--- src/rtl/imem_access_ctrl.sv ---
// Instruction memory access controller: shares the single memory port between core
// fetch and the loader, gates fetch until the program image is loaded, bounds loader
// bursts while a fetch waits, and turns bad fetch addresses into NOP responses.
`ifndef WORD_BITS
`define WORD_BITS 32
`endif
`ifndef DWORD_BITS
`define DWORD_BITS 64
`endif

module imem_access_ctrl #(
    parameter int unsigned            ADDR_BITS    = 10,
    parameter int unsigned            MAX_LD_BURST = 4,
    parameter logic [`WORD_BITS-1:0]  FAULT_INSTR  = 32'h0000_0013
) (
    input  logic                      clk,
    input  logic                      reset,
    input  logic                      fetch_req_valid,
    output logic                      fetch_req_ready,
    input  logic [`DWORD_BITS-1:0]    fetch_pc,
    output logic                      fetch_rsp_valid,
    output logic [`WORD_BITS-1:0]     fetch_rsp_instr,
    output logic                      fetch_rsp_fault,
    input  logic                      ld_req_valid,
    output logic                      ld_req_ready,
    input  logic                      ld_req_we,
    input  logic [ADDR_BITS-1:0]      ld_req_addr,
    input  logic [`WORD_BITS-1:0]     ld_req_wdata,
    output logic                      ld_rsp_valid,
    output logic [`WORD_BITS-1:0]     ld_rsp_rdata,
    input  logic                      ld_done,
    output logic                      boot_done,
    output logic                      mem_en,
    output logic                      mem_we,
    output logic [ADDR_BITS-3:0]      mem_word_id,
    output logic [`WORD_BITS-1:0]     mem_wdata,
    input  logic [`WORD_BITS-1:0]     mem_rdata
);

    localparam int unsigned     CntW   = $clog2(MAX_LD_BURST + 1);
    localparam logic [CntW-1:0] CntMax = CntW'(MAX_LD_BURST);

    typedef enum logic [0:0] {StBoot, StRun} state_e;

    state_e                  state_q;
    logic [CntW-1:0]         cnt_q, cnt_d;
    logic                    fetch_pend_q, fetch_fault_q;
    logic [`WORD_BITS-1:0]   fetch_instr_q;
    logic                    ld_pend_q;
    logic [`WORD_BITS-1:0]   ld_rdata_q;
    logic                    fetch_grant, ld_grant, fetch_fault;

    // Byte offset within a word is irrelevant for the loader.
    logic unused_ld_addr_bits;
    assign unused_ld_addr_bits = ^ld_req_addr[1:0];

    // Arbitration, fault decode and memory port drive for the current grant.
    always_comb begin
        if (state_q == StBoot) begin
            ld_req_ready    = 1'b1;
            fetch_req_ready = 1'b0;
        end else begin
            ld_req_ready    = ld_req_valid & ~(fetch_req_valid & (cnt_q == CntMax));
            fetch_req_ready = fetch_req_valid & ~ld_req_ready;
        end
        ld_grant    = ld_req_valid & ld_req_ready;
        fetch_grant = fetch_req_valid & fetch_req_ready;
        fetch_fault = (fetch_pc[1:0] != 2'b00) ||
                      (fetch_pc[`DWORD_BITS-1:ADDR_BITS] != '0);

        mem_en      = ld_grant | (fetch_grant & ~fetch_fault);
        mem_we      = ld_grant & ld_req_we;
        mem_word_id = ld_grant ? ld_req_addr[ADDR_BITS-1:2] : fetch_pc[ADDR_BITS-1:2];
        mem_wdata   = ld_req_wdata;
    end

    // Loader burst counter: counts grants that make a pending fetch wait.
    always_comb begin
        cnt_d = '0;
        if (state_q == StRun) begin
            if (!fetch_req_valid || fetch_grant) begin
                cnt_d = '0;
            end else if (ld_grant && cnt_q != CntMax) begin
                cnt_d = cnt_q + 1'b1;
            end else begin
                cnt_d = cnt_q;
            end
        end
    end

    // Boot sequencing FSM; boot_done is registered alongside the state.
    always_ff @(posedge clk) begin
        if (reset) begin
            state_q   <= StBoot;
            boot_done <= 1'b0;
        end else begin
            case (state_q)
                StBoot: begin
                    if (ld_done) begin
                        state_q   <= StRun;
                        boot_done <= 1'b1;
                    end
                end
                default: begin
                    state_q   <= StRun;
                    boot_done <= 1'b1;
                end
            endcase
        end
    end

    // Burst counter and response pipeline; reset drops any in-flight response.
    always_ff @(posedge clk) begin
        if (reset) begin
            cnt_q         <= '0;
            fetch_pend_q  <= 1'b0;
            fetch_fault_q <= 1'b0;
            fetch_instr_q <= '0;
            ld_pend_q     <= 1'b0;
            ld_rdata_q    <= '0;
        end else begin
            cnt_q        <= cnt_d;
            fetch_pend_q <= fetch_grant;
            if (fetch_grant) begin
                fetch_fault_q <= fetch_fault;
            end
            if (fetch_pend_q) begin
                fetch_instr_q <= fetch_rsp_instr;
            end
            ld_pend_q <= ld_grant & ~ld_req_we;
            if (ld_pend_q) begin
                ld_rdata_q <= mem_rdata;
            end
        end
    end

    // Read data arrives the cycle after the access; hold it afterwards.
    always_comb begin
        fetch_rsp_valid = fetch_pend_q;
        fetch_rsp_fault = fetch_fault_q;
        if (fetch_pend_q) begin
            fetch_rsp_instr = fetch_fault_q ? FAULT_INSTR : mem_rdata;
        end else begin
            fetch_rsp_instr = fetch_instr_q;
        end
        ld_rsp_valid = ld_pend_q;
        ld_rsp_rdata = ld_pend_q ? mem_rdata : ld_rdata_q;
    end

endmodule

--- config.mk ---
export PLATFORM = sky130hd
export DESIGN_NAME = imem_access_ctrl
export DESIGN_NICKNAME = d
export VERILOG_FILES = /design/src/rtl/imem_access_ctrl.sv
export SDC_FILE = /design/constraint.sdc
export NUM_CORES = 1
export LEC_CHECK = 0
export CAP_MARGIN = 20
export CELL_PAD_IN_SITES_DETAIL_PLACEMENT = 1
export CELL_PAD_IN_SITES_GLOBAL_PLACEMENT = 2
export CORE_ASPECT_RATIO = 0.6
export CORE_MARGIN = 10
export CORE_UTILIZATION = 25
export DETAILED_ROUTE_END_ITERATION = 16
export DONT_BUFFER_PORTS = 1
export PLACE_DENSITY = 0.6
export SYNTH_ARGS = -nofsm -noshare
export SYNTH_HDL_FRONTEND = slang
export SYNTH_SLANG_ARGS = --single-unit
export TNS_END_PERCENT = 20
--- constraint.sdc ---
create_clock -name clk -period 1.98 [get_ports clk]
set_input_delay 0.198 -clock clk [delete_from_list [all_inputs] [get_ports clk]]
set_output_delay 0.198 -clock clk [all_outputs]
set_load 0.02 [all_outputs]
# Yosys cells after proc, flatten, opt, wreduce, memory -nomap -nowiden
# Index checks and enable logic that the tools add are counted.
[word_totals]
ff_bits = 72
[op_classes]
bitwise = 14
eq_ne = 2
reduce_logical = 8
n_addsub = 1
mux = 10
[op_table]
columns = ["op", "count"]
rows = [
  ["$mux 32", 3],
  ["$reduce_bool 54->1", 1],
  ["$and 1x1->1", 8],
  ["$mux 8", 1],
  ["$mux 1", 6],
  ["$not 1->1", 5],
  ["$reduce_bool 2->1", 2],
  ["$add 3x1->3 const B", 1],
  ["$eq 3x3->1 const B", 1],
  ["$ne 3x3->1 const B", 1],
  ["$reduce_or 3->1", 1],
  ["$logic_or 1x1->1", 2],
  ["$logic_and 1x1->1", 1],
  ["$logic_not 1->1", 1],
  ["$or 1x1->1", 1],
]

# Depth between registers and ports, before layout
# Gate-level depths: netlist (run 1).
[depth]
ltp_word = 10
ltp_mapped = 7
ltp_nobuf = 6

# Worst setup path before layout (run 1)
# OpenSTA, ideal clock, no wires.
[synth_timing]
path_type = "register -> register"
start = "reg ld_pend_q, in the netlist ld_rsp_valid"
end = "reg ld_rdata_q[20]"
arrival_time_ps = 1393
stages_incl_launch_ff = 5
setup_time_ps = 128
setup_slack_ps = 459
period_less_slack_ps = 1521
path_buffers = 2
path_cell_list = "dfxtp_1 buf_2 buf_2 mux2_1 nor2b_1"
[synth_between]
elab_chain_cells = 1
[synth_rtl]
columns = ["item", "line", "rtl"]
rows = [
  ["start, declared", "49", "logic ld_pend_q;"],
  ["start signal, assigned", "130", "ld_pend_q <= ld_grant & ~ld_req_we;"],
  ["$mux 32", "n/a", ""],
  ["named net ld_rsp_rdata[20]", "30", "output logic [`WORD_BITS-1:0] ld_rsp_rdata,"],
  ["end signal, assigned", "132", "ld_rdata_q <= mem_rdata;"],
  ["end, declared", "50", "logic [`WORD_BITS-1:0] ld_rdata_q;"],
]
# The timed path passes the listed nets, and every way through them passes these cells.
# A chain may end at the register's enable or synchronous reset.

# Worst setup path after layout (run 1)
[layout_timing]
start = "reg cnt_q[0]"
end = "out mem_word_id[6]"
[layout_between]
elab_chain_cells = 7
[layout_rtl]
columns = ["item", "line", "rtl"]
rows = [
  ["start, declared", "46", "logic [CntW-1:0] cnt_q, cnt_d;"],
  ["start signal, assigned", "122", "cnt_q <= cnt_d;"],
  ["$eq 3x3->1", "63", "ld_req_ready = ld_req_valid & ~(fetch_req_valid & (cnt_q == CntMax));"],
  ["$and 1x1->1", "63", ""],
  ["$not 1->1", "63", ""],
  ["$and 1x1->1", "63", ""],
  ["$mux 1", "59", "if (state_q == StBoot) begin"],
  ["$and 1x1->1", "66", "ld_grant = ld_req_valid & ld_req_ready;"],
  ["$mux 8", "73", "mem_word_id = ld_grant ? ld_req_addr[ADDR_BITS-1:2] : fetch_pc[ADDR_BITS-1:2];"],
  ["end, declared", "35", "output logic [ADDR_BITS-3:0] mem_word_id,"],
]
# No other way between the ends.

==> impl_metrics.ini, run 1 <==
[run_status]
outcome = complete, no violations

[finish]
multi_input_area_um2 = 1460
layoutNonFillerInstCount = 535
final_core_util_pct = 29.9
n_antenna_cell = 0
syn2layout_area_growth_pct = 15.9
num-nets-final = 506
fillCellCount = 1510
drive_gt1_share_pct = 27.1
regArea_um2 = 1450

[hold_path]
min_path_type = input port to flip-flop

[timing]
clock_skew_ns = 0.00294
period_minus_slack_ns = 1.88
final.setup.tns_ns = 0
hold_viol_final = 0
rsz0062_at_grt = yes
slew_headroom_pct = 76.3
clock.fmax_mhz = 531
post-route-period-util_pct = 95.0
worst_pin_slew_ns = 0.352
slew_viol_final = 0
finalSetupViolations = 0

[pwr]
leakage_nw = 1.53
ir_drop_uv = 344
cellPowerDensity_nw_per_um2 = 968

[synth]
synth-edff-count = 0
synthTopCellsByArea = dfxtp_1 43%, mux2_2 11%, nor2b_1 10%
yosys_warnings = 0
synth_top_area_cell = dfxtp_1
synth_top_area_share_pct = 43.0
ys_ff_latch = 72
netlist_area_um2 = 3350
synthCells = 364
synth_common_cells = 72 x dfxtp_1, 56 x nor2b_1, 34 x buf_4, 34 x inv_1, 34 x mux2_2
synth.most_common_cell = dfxtp_1
synth.avg_cell_area_um2 = 9.20
synth.distinct_cells = 29
synth_ff_type = dfxtp_1
synth_nets = 510
postSynth.asyncResetShare_pct = 0
yosysSeqAreaShare_pct = 43.0

[clocking]
cts_buffers = 9
clockBufferDepth = 2
root_buffer = clkbuf_16
post-cts-setup-buffers = 0
insertion_delay_ns = 0.33
h-tree-depth = 3
clk_pin_slew_ns = 0.06
clock_sinks = 72
cts_tree = yes

[detailed_routing]
via_per_inst = 4.48
drc = 0
vias = 2399
postRouteWirelength_um = 10400
antenna_left = 0
wire_per_inst_um = 19.4
first_pass_iters = 4
drt_iter0_markers = 88

[worst_setup_path]
crit_arrival_ns = 1.68
cp_cell_sequence = inv_1 -> ha_1 -> nand2_1 -> o21ai_2 -> buf_4 -> mux2_2
cpPeakStageDelay_ns = 0.41
worstSetupPathType = flip-flop to output port
startpoint_type = flip-flop
cp-end-kind = output port
crit_path_top_delay_cell = mux2_2
worstPathMaxFanout = 6
cp.required_ns = 1.78

[die]
coreArea_um2 = 13000
io_pins = 256
fp.dieW_um = 169
initial_core_util_pct = 25.8
fp.dieArea_um2 = 18600
die_h_um = 110
rows = 32

[grt]
grt_use_total_pct = 10.8
grt_max_degree = 61
grt_pass1_wl_um = 15600
grt_overflow = 0
antenna_found_initial = 0
grt_pass1_vias = 2529

[placed_design]
hpwl_um = 7980
place_congestion = 0.746
place_inst = 515
io_buffers = 0

[flow_run]
drv_cap = 0
==> worst max-delay path: cells and delay by family (launching register included) <==
family / cells / cell delay [ns]
adders and majority gates: 1 / 0.16
muxes: 1 / 0.41
buffers and inverters: 2 / 0.23
DFF: 1 / 0.33
and+or+nand+nor: 1 / 0.08
AOI/OAI and AO/OA: 1 / 0.15
==> placed cells by master (no fill, tap or decap), types with 10 or more instances in the layout <==
cell / n
mux2_2: 32
and2b_1: 10
o21ai_2: 11
nor4_1: 15
nor2b_1: 56
nand2_1: 32
o21ai_0: 19
inv_1: 34
buf_4: 31
dfxtp_1: 69
==> final cells by class <==
cell class / instances / share of cell area, %
clock buffer: 11 / 6.51
timing repair buffer: 35 / 7.35
inverter: 34 / 3.29
multi-input combinational: 208 / 37.5
tap: 170 / 5.48
sequential: 72 / 37.2
clock inverter: 5 / 2.64
==> kinds of logic after synthesis <==
family | after synthesis | synth area share, %
xor+xnor | 1 | 0.262
flops | 72 | 43.0
fa+ha+maj | 2 | 0.747
mux | 40 | 13.4
compound gates | 36 | 6.99
buf+inv | 84 | 13.9
simple gates | 129 | 21.6
==> per-layer routing <==
| layer | GRT usage [%] | vias to the layer above | share of wire [%] |
|---|---|---|---|
| met4 | 2.94 | 0 | 0.95 |
| li1 | - | 1142 | - |
| met2 | 16.4 | 97 | 44 |
| met3 | 6.34 | 13 | 11 |
| met1 | 12.8 | 1147 | 44 |
| met5 | 0 | - | 0 |
==> power by group <==
group | internal (W) | leakage (nW) | total [W] | switching [W]
combinational | 0.000124 | 0.777 | 0.000337 | 0.000213
sequential | 0.00149 | 0.585 | 0.00150 | 0.0000140
clock | 0.00130 | 0.172 | 0.00192 | 0.000622
total | 0.00291 | 1.53 | 0.00376 | 0.000849
==> worst paths after layout <==
kind                startpoint                to  slack [ns]  depth (start not counted)
hold / removal           reset  fetch_instr_q[7]        0.07                          1
hold reg to reg       cnt_q[0]          cnt_q[0]        0.42                          1
setup / recovery      cnt_q[0]    mem_word_id[6]         0.1                          6
setup reg to reg  ld_rsp_valid    ld_rdata_q[28]        0.60                          3
==> per-stage QoR <==
stage,worst slack (ns),total power (W),cell area (µm²),hold slack (ns)
after floorplan,0.459,0.00189,3350,0.277
after global placement,0.409,0.00184,3460,0.278
after detailed placement,0.377,0.00185,3460,0.278
after CTS,0.00103,0.00384,3860,0.0427
after global routing,-0.0189,0.00393,3880,0.0419
final,0.0984,0.00376,3880,0.0650
==> registers in the layout, summed over array words and instances, names as in the netlist <==
register         cells
fetch_rsp_fault      1
boot_done            1
state_q              1
fetch_rsp_valid      1
ld_rsp_valid         1
cnt_q                3
ld_rdata_q          32
fetch_instr_q       32
==> repair_timing <==
| action | in CTS | in global routing |
|---|---|---|
| hold endpoints to repair | 60 | 0 |
| hold buffers | 3 | 0 |
| endpoints found under the setup margin | 0 | 9 |
| resized for setup | 0 | 6 |
Note: power is estimated with default switching activity, not from simulation.
==> inputs of run 2 (changes only) <==
CORE_UTILIZATION = 35   (was 25)
PLACE_DENSITY = 0.81   (was 0.6)
==> run 2 against run 1 <==
Critical path depth stayed put. Register-to-register slack worse by 0.31 ns. Combinational power is 1% lower. First-iteration DRC count is 49% lower. Wire length is 2.9% lower. Cell area is 1.9% lower. Via count hardly changed. Clock skew is 0.0020 ns higher. Utilization is 11 points higher. Critical path type unchanged.
==> impl_metrics.ini, run 2 (synthesis gave the netlist of run 1 again) <==
[grt]
grt_max_degree = 60
grt_pass1_wl_um = 15600
grt_pass1_vias = 2670
antenna_found_initial = 0
grt_overflow = 0
grt_use_total_pct = 14.0

[worst_setup_path]
crit_path_start = cnt_q[0]
cp-end-kind = output port
crit_arrival_ns = 1.69
worstPathMaxFanout = 3
cp.required_ns = 1.78
timing.rr.start = cnt_q[0]
startpoint_type = flip-flop
worstSetupPathType = flip-flop to output port

[detailed_routing]
drt_iter0_markers = 45
via_per_inst = 4.90
antenna_left = 0
postRouteWirelength_um = 10100
wire_per_inst_um = 20.7
drc = 0
first_pass_iters = 4
vias = 2397

[pwr]
switching_share_pct = 21.5
fin_total_pwr_w = 0.00379
cellPowerDensity_nw_per_um2 = 994
leakage_nw = 1.51
power.switching_w = 0.000815
pwr-share-comb_pct = 8.8
internal-power_w = 0.00297
ir_drop_uv = 400
pwr-share-seq_pct = 39.7
p_clk_share_pct = 51.5

[timing]
hold_ws_ns = 0.0250
clock_skew_ns = 0.00496
slew_viol_final = 0
rsz0062_at_grt = yes
clock.fmax_mhz = 530
worst_pin_slew_ns = 0.353
hold_viol_final = 0
slew_headroom_pct = 76.2
fin_ws_ns = 0.0928
post-route-period-util_pct = 95.3
period_minus_slack_ns = 1.89
final.setup.tns_ns = 0
finalSetupViolations = 0

[clocking]
clockBufferDepth = 2
clock_sinks = 72
post-cts-setup-buffers = 0
root_buffer = clkbuf_16
h-tree-depth = 3
insertion_delay_ns = 0.32
cts_buffers = 9
clk_pin_slew_ns = 0.05
cts_tree = yes

[placed_design]
place_ws_ns = 0.394
dpl-instance-area_um2 = 3380
hpwl_um = 7700
place_congestion = 0.725
io_buffers = 0

[run_status]
outcome = complete, no violations

[finish]
fillCellCount = 1075
fin_area_um2 = 3810
num-nets-final = 500
n_antenna_cell = 0
final_cell_mix = 70 x dfxtp_1, 56 x nor2b_1, 34 x inv_1
syn2layout_area_growth_pct = 13.7
layout_commonest_cell = dfxtp_1
drive_gt1_share_pct = 24.8
largest_registers = fetch_instr_q: 32 flops, ld_rdata_q: 32 flops, cnt_q: 3 flops

[die]
io_pins = 256
fp.dieArea_um2 = 14000
coreArea_um2 = 9260
fp.dieW_um = 146
initial_core_util_pct = 36.2
rows = 27
die_h_um = 95.8

[hold_path]
min_path_type = input port to flip-flop
hp-start = ld_done

[flow_run]
drv_cap = 0
## run 2: per-stage QoR
stage	std cells	util (%)
2_1_floorplan	364	-
3_3_place_gp	470	36.6
3_5_place_dp	470	36.6
4_1_cts	489	41.0
5_1_grt	489	41.1
6_report	489	41.1
## run 2: worst paths after layout
kind | cells after the start | endpoint | slack, ns
hold reg to reg | 1 | cnt_q[0] | 0.46
setup reg to reg | 7 | ld_rsp_valid | 0.29
setup / recovery | 6 | mem_en | 0.09
hold / removal | 2 | state_q | 0.03
## run 2: what timing repair did
action	4_1_cts	5_1_grt
endpoints found under the setup margin	0	11
hold endpoints to repair	60	0
gates resized for setup	0	4
hold buffers	3	0
## run 2: layout make-up
class | instances | area, µm² | share of cell area [%]
Multi-Input combinational cell | 208 | 1450 | 38.1
Sequential cell | 72 | 1440 | 37.9
Timing Repair Buffer | 29 | 263 | 6.90
Clock buffer | 11 | 233 | 6.11
Tap cell | 130 | 163 | 4.27
Clock inverter | 5 | 129 | 3.38
Inverter | 34 | 128 | 3.35
## run 2: power by group through the flow
stage	combinational (W)	sequential [W]	clock, W
after floorplan	0.000354	0.00153	0
after global placement	0.000301	0.00153	0
after detailed placement	0.000307	0.00154	0
after CTS	0.000337	0.00150	0.00201
after global routing	0.000360	0.00151	0.00208
final	0.000332	0.00150	0.00195
## run 2: critical path: stages (launching register included)
cell and delay [ns]:
dfxtp_1 0.33, inv_1 0.06, ha_1 0.18, a21bo_2 0.15, nand4b_1 0.10, nor4_1 0.28, or2_1 0.28
## run 2: routing by layer
| layer | vias up | share of wire [%] | wire (µm) | track usage [%] |
|---|---|---|---|---|
| li1 | 1131 | - | - | - |
| met1 | 1148 | 40 | 4090 | 15.5 |
| met2 | 100 | 47 | 4720 | 23.1 |
| met3 | 18 | 12 | 1220 | 8.06 |
| met4 | 0 | 0.71 | 72 | 3.65 |
| met5 | - | 0 | 0 | 0 |
==> inputs of run 3 (changes only) <==
CORE_ASPECT_RATIO = default   (was 0.6)
==> run 3 against run 2 <==
Via count shrank 1.3%. Total power is 18% lower. Worst setup slack gained 0.022 ns. Largest cell class unchanged. Combinational power rose by 3%. Utilization shrank 0.93 points. Critical path type unchanged. Sequential share of layout area increased by 0.86 points. Register-to-register slack better by 0.33 ns. Cell count increased by 0.41%. Fmax grew 1.2%. Sequential power hardly changed. Wire length shrank 2.9%.
==> impl_metrics.ini, run 3 (synthesis gave the netlist of run 1 again) <==
[placed_design]
place_congestion = 0.709
io_buffers = 0
place_ws_ns = 0.348
hpwl_um = 7540

[flow_run]
drv_cap = 0

[timing]
clock.fmax_mhz = 536
slew_viol_final = 0
final.setup.tns_ns = 0
finalSetupViolations = 0
hold_viol_final = 0
worst_pin_slew_ns = 0.323
slew_headroom_pct = 78.3
fin_ws_ns = 0.115
post-route-period-util_pct = 94.2
period_minus_slack_ns = 1.87
clock_skew_ns = 0.0107
rsz0062_at_grt = no

[finish]
num-nets-final = 504
multi_input_area_um2 = 1500
syn2layout_area_growth_pct = 11.5
drive_gt1_share_pct = 27.3
largest_registers = fetch_instr_q: 32 flops, ld_rdata_q: 32 flops, cnt_q: 3 flops
fillCellCount = 1079
layout_commonest_cell = dfxtp_1
n_antenna_cell = 0
regArea_um2 = 1450
final_cell_mix = 69 x dfxtp_1, 56 x nor2b_1, 34 x inv_1

[clocking]
insertion_delay_ns = 0.33
clockBufferDepth = 2
h-tree-depth = 3
clk_pin_slew_ns = 0.08
cts_tree = yes
root_buffer = clkbuf_8
clock_sinks = 72
cts_buffers = 9

[die]
die_h_um = 118
initial_core_util_pct = 36.1
fp.dieArea_um2 = 13900
io_pins = 256
coreArea_um2 = 9280
rows = 35
fp.dieW_um = 118

[grt]
grt_pass1_wl_um = 15300
antenna_found_initial = 0
grt_overflow = 0
grt_pass1_vias = 2581
grt_max_degree = 61
grt_use_total_pct = 13.5

[pwr]
power.switching_w = 0.000766
leakage_nw = 1.49
pwr-share-comb_pct = 11.0
internal-power_w = 0.00235
p_clk_share_pct = 40.9
switching_share_pct = 24.5
ir_drop_uv = 413
cellPowerDensity_nw_per_um2 = 836
pwr-share-seq_pct = 48.1

[detailed_routing]
wire_per_inst_um = 20.0
via_per_inst = 4.82
vias = 2365
antenna_left = 0
drc = 0
first_pass_iters = 4
drt_iter0_markers = 33
postRouteWirelength_um = 9800

[worst_setup_path]
startpoint_type = flip-flop
cp.required_ns = 1.78
worstSetupPathType = flip-flop to output port
worstPathMaxFanout = 6
crit_arrival_ns = 1.67
cp-end-kind = output port

[run_status]
outcome = complete, no violations

[hold_path]
min_path_type = input port to flip-flop
[run 3: final timing paths]
| path | to | startpoint | cells past startpoint | slack [ns] |
|---|---|---|---|---|
| setup reg to reg | ld_rdata_q[21] | ld_rsp_valid | 3 | 0.62 |
| hold reg to reg | cnt_q[0] | cnt_q[0] | 1 | 0.43 |
| hold / removal | fetch_instr_q[5] | reset | 1 | 0.06 |
| setup / recovery | mem_word_id[3] | cnt_q[0] | 6 | 0.11 |
[run 3: timing repair]
action / 4_1_cts / 5_1_grt
setup endpoints to repair: 1 / 10
cloned: 0 / 1
setup buffers: 0 / 0
endpoints found under the hold margin: 60 / 0
resized for setup: 1 / 19
hold buffers: 3 / 0
pin swaps: 0 / 1
[run 3: through the flow]
step | utilization (%) | instance area, µm² | total power, W | std cells | hold WS, ns
finish | 40.2 | 3730 | 0.00312 | 491 | 0.0578
global route | 40.2 | 3730 | 0.00329 | 491 | 0.0290
CTS | 39.5 | 3670 | 0.00318 | 490 | 0.0263
detailed placement | 36.5 | 3390 | 0.00184 | 472 | 0.277
global placement | 36.5 | 3390 | 0.00183 | 472 | 0.275
floorplan | - | 3350 | 0.00189 | 364 | 0.277
[run 3: critical path, stage by stage (launching register included)]
cell and delay, ns:
dfxtp_2 0.33, inv_1 0.06, ha_2 0.18, nand2_2 0.07
o21ai_4 0.17, buf_6 0.17, mux2_4 0.35
[run 3: layer usage]
metal | up-vias | global-route usage (%) | share of wire (%)
li1 | 1133 | - | -
met1 | 1123 | 15.5 | 40
met2 | 97 | 21.8 | 50
met3 | 12 | 6.52 | 9.4
met4 | 0 | 4.02 | 0.88
met5 | - | 0 | 0
[run 3: area by class of cell]
class,instances,area share [%]
Sequential cell,72,38.8
Timing Repair Buffer,33,7.51
Multi-Input combinational cell,208,40.1
Clock buffer,10,3.69
Clock inverter,5,2.18
Inverter,34,3.42
Tap cell,129,4.32
[run 3: power groups by stage]
stage	clock network, W	registers (W)	logic (W)
finish	0.00128	0.00150	0.000343
global route	0.00142	0.00151	0.000371
CTS	0.00135	0.00150	0.000335
detailed placement	0	0.00154	0.000306
global placement	0	0.00153	0.000301
floorplan	0	0.00153	0.000354
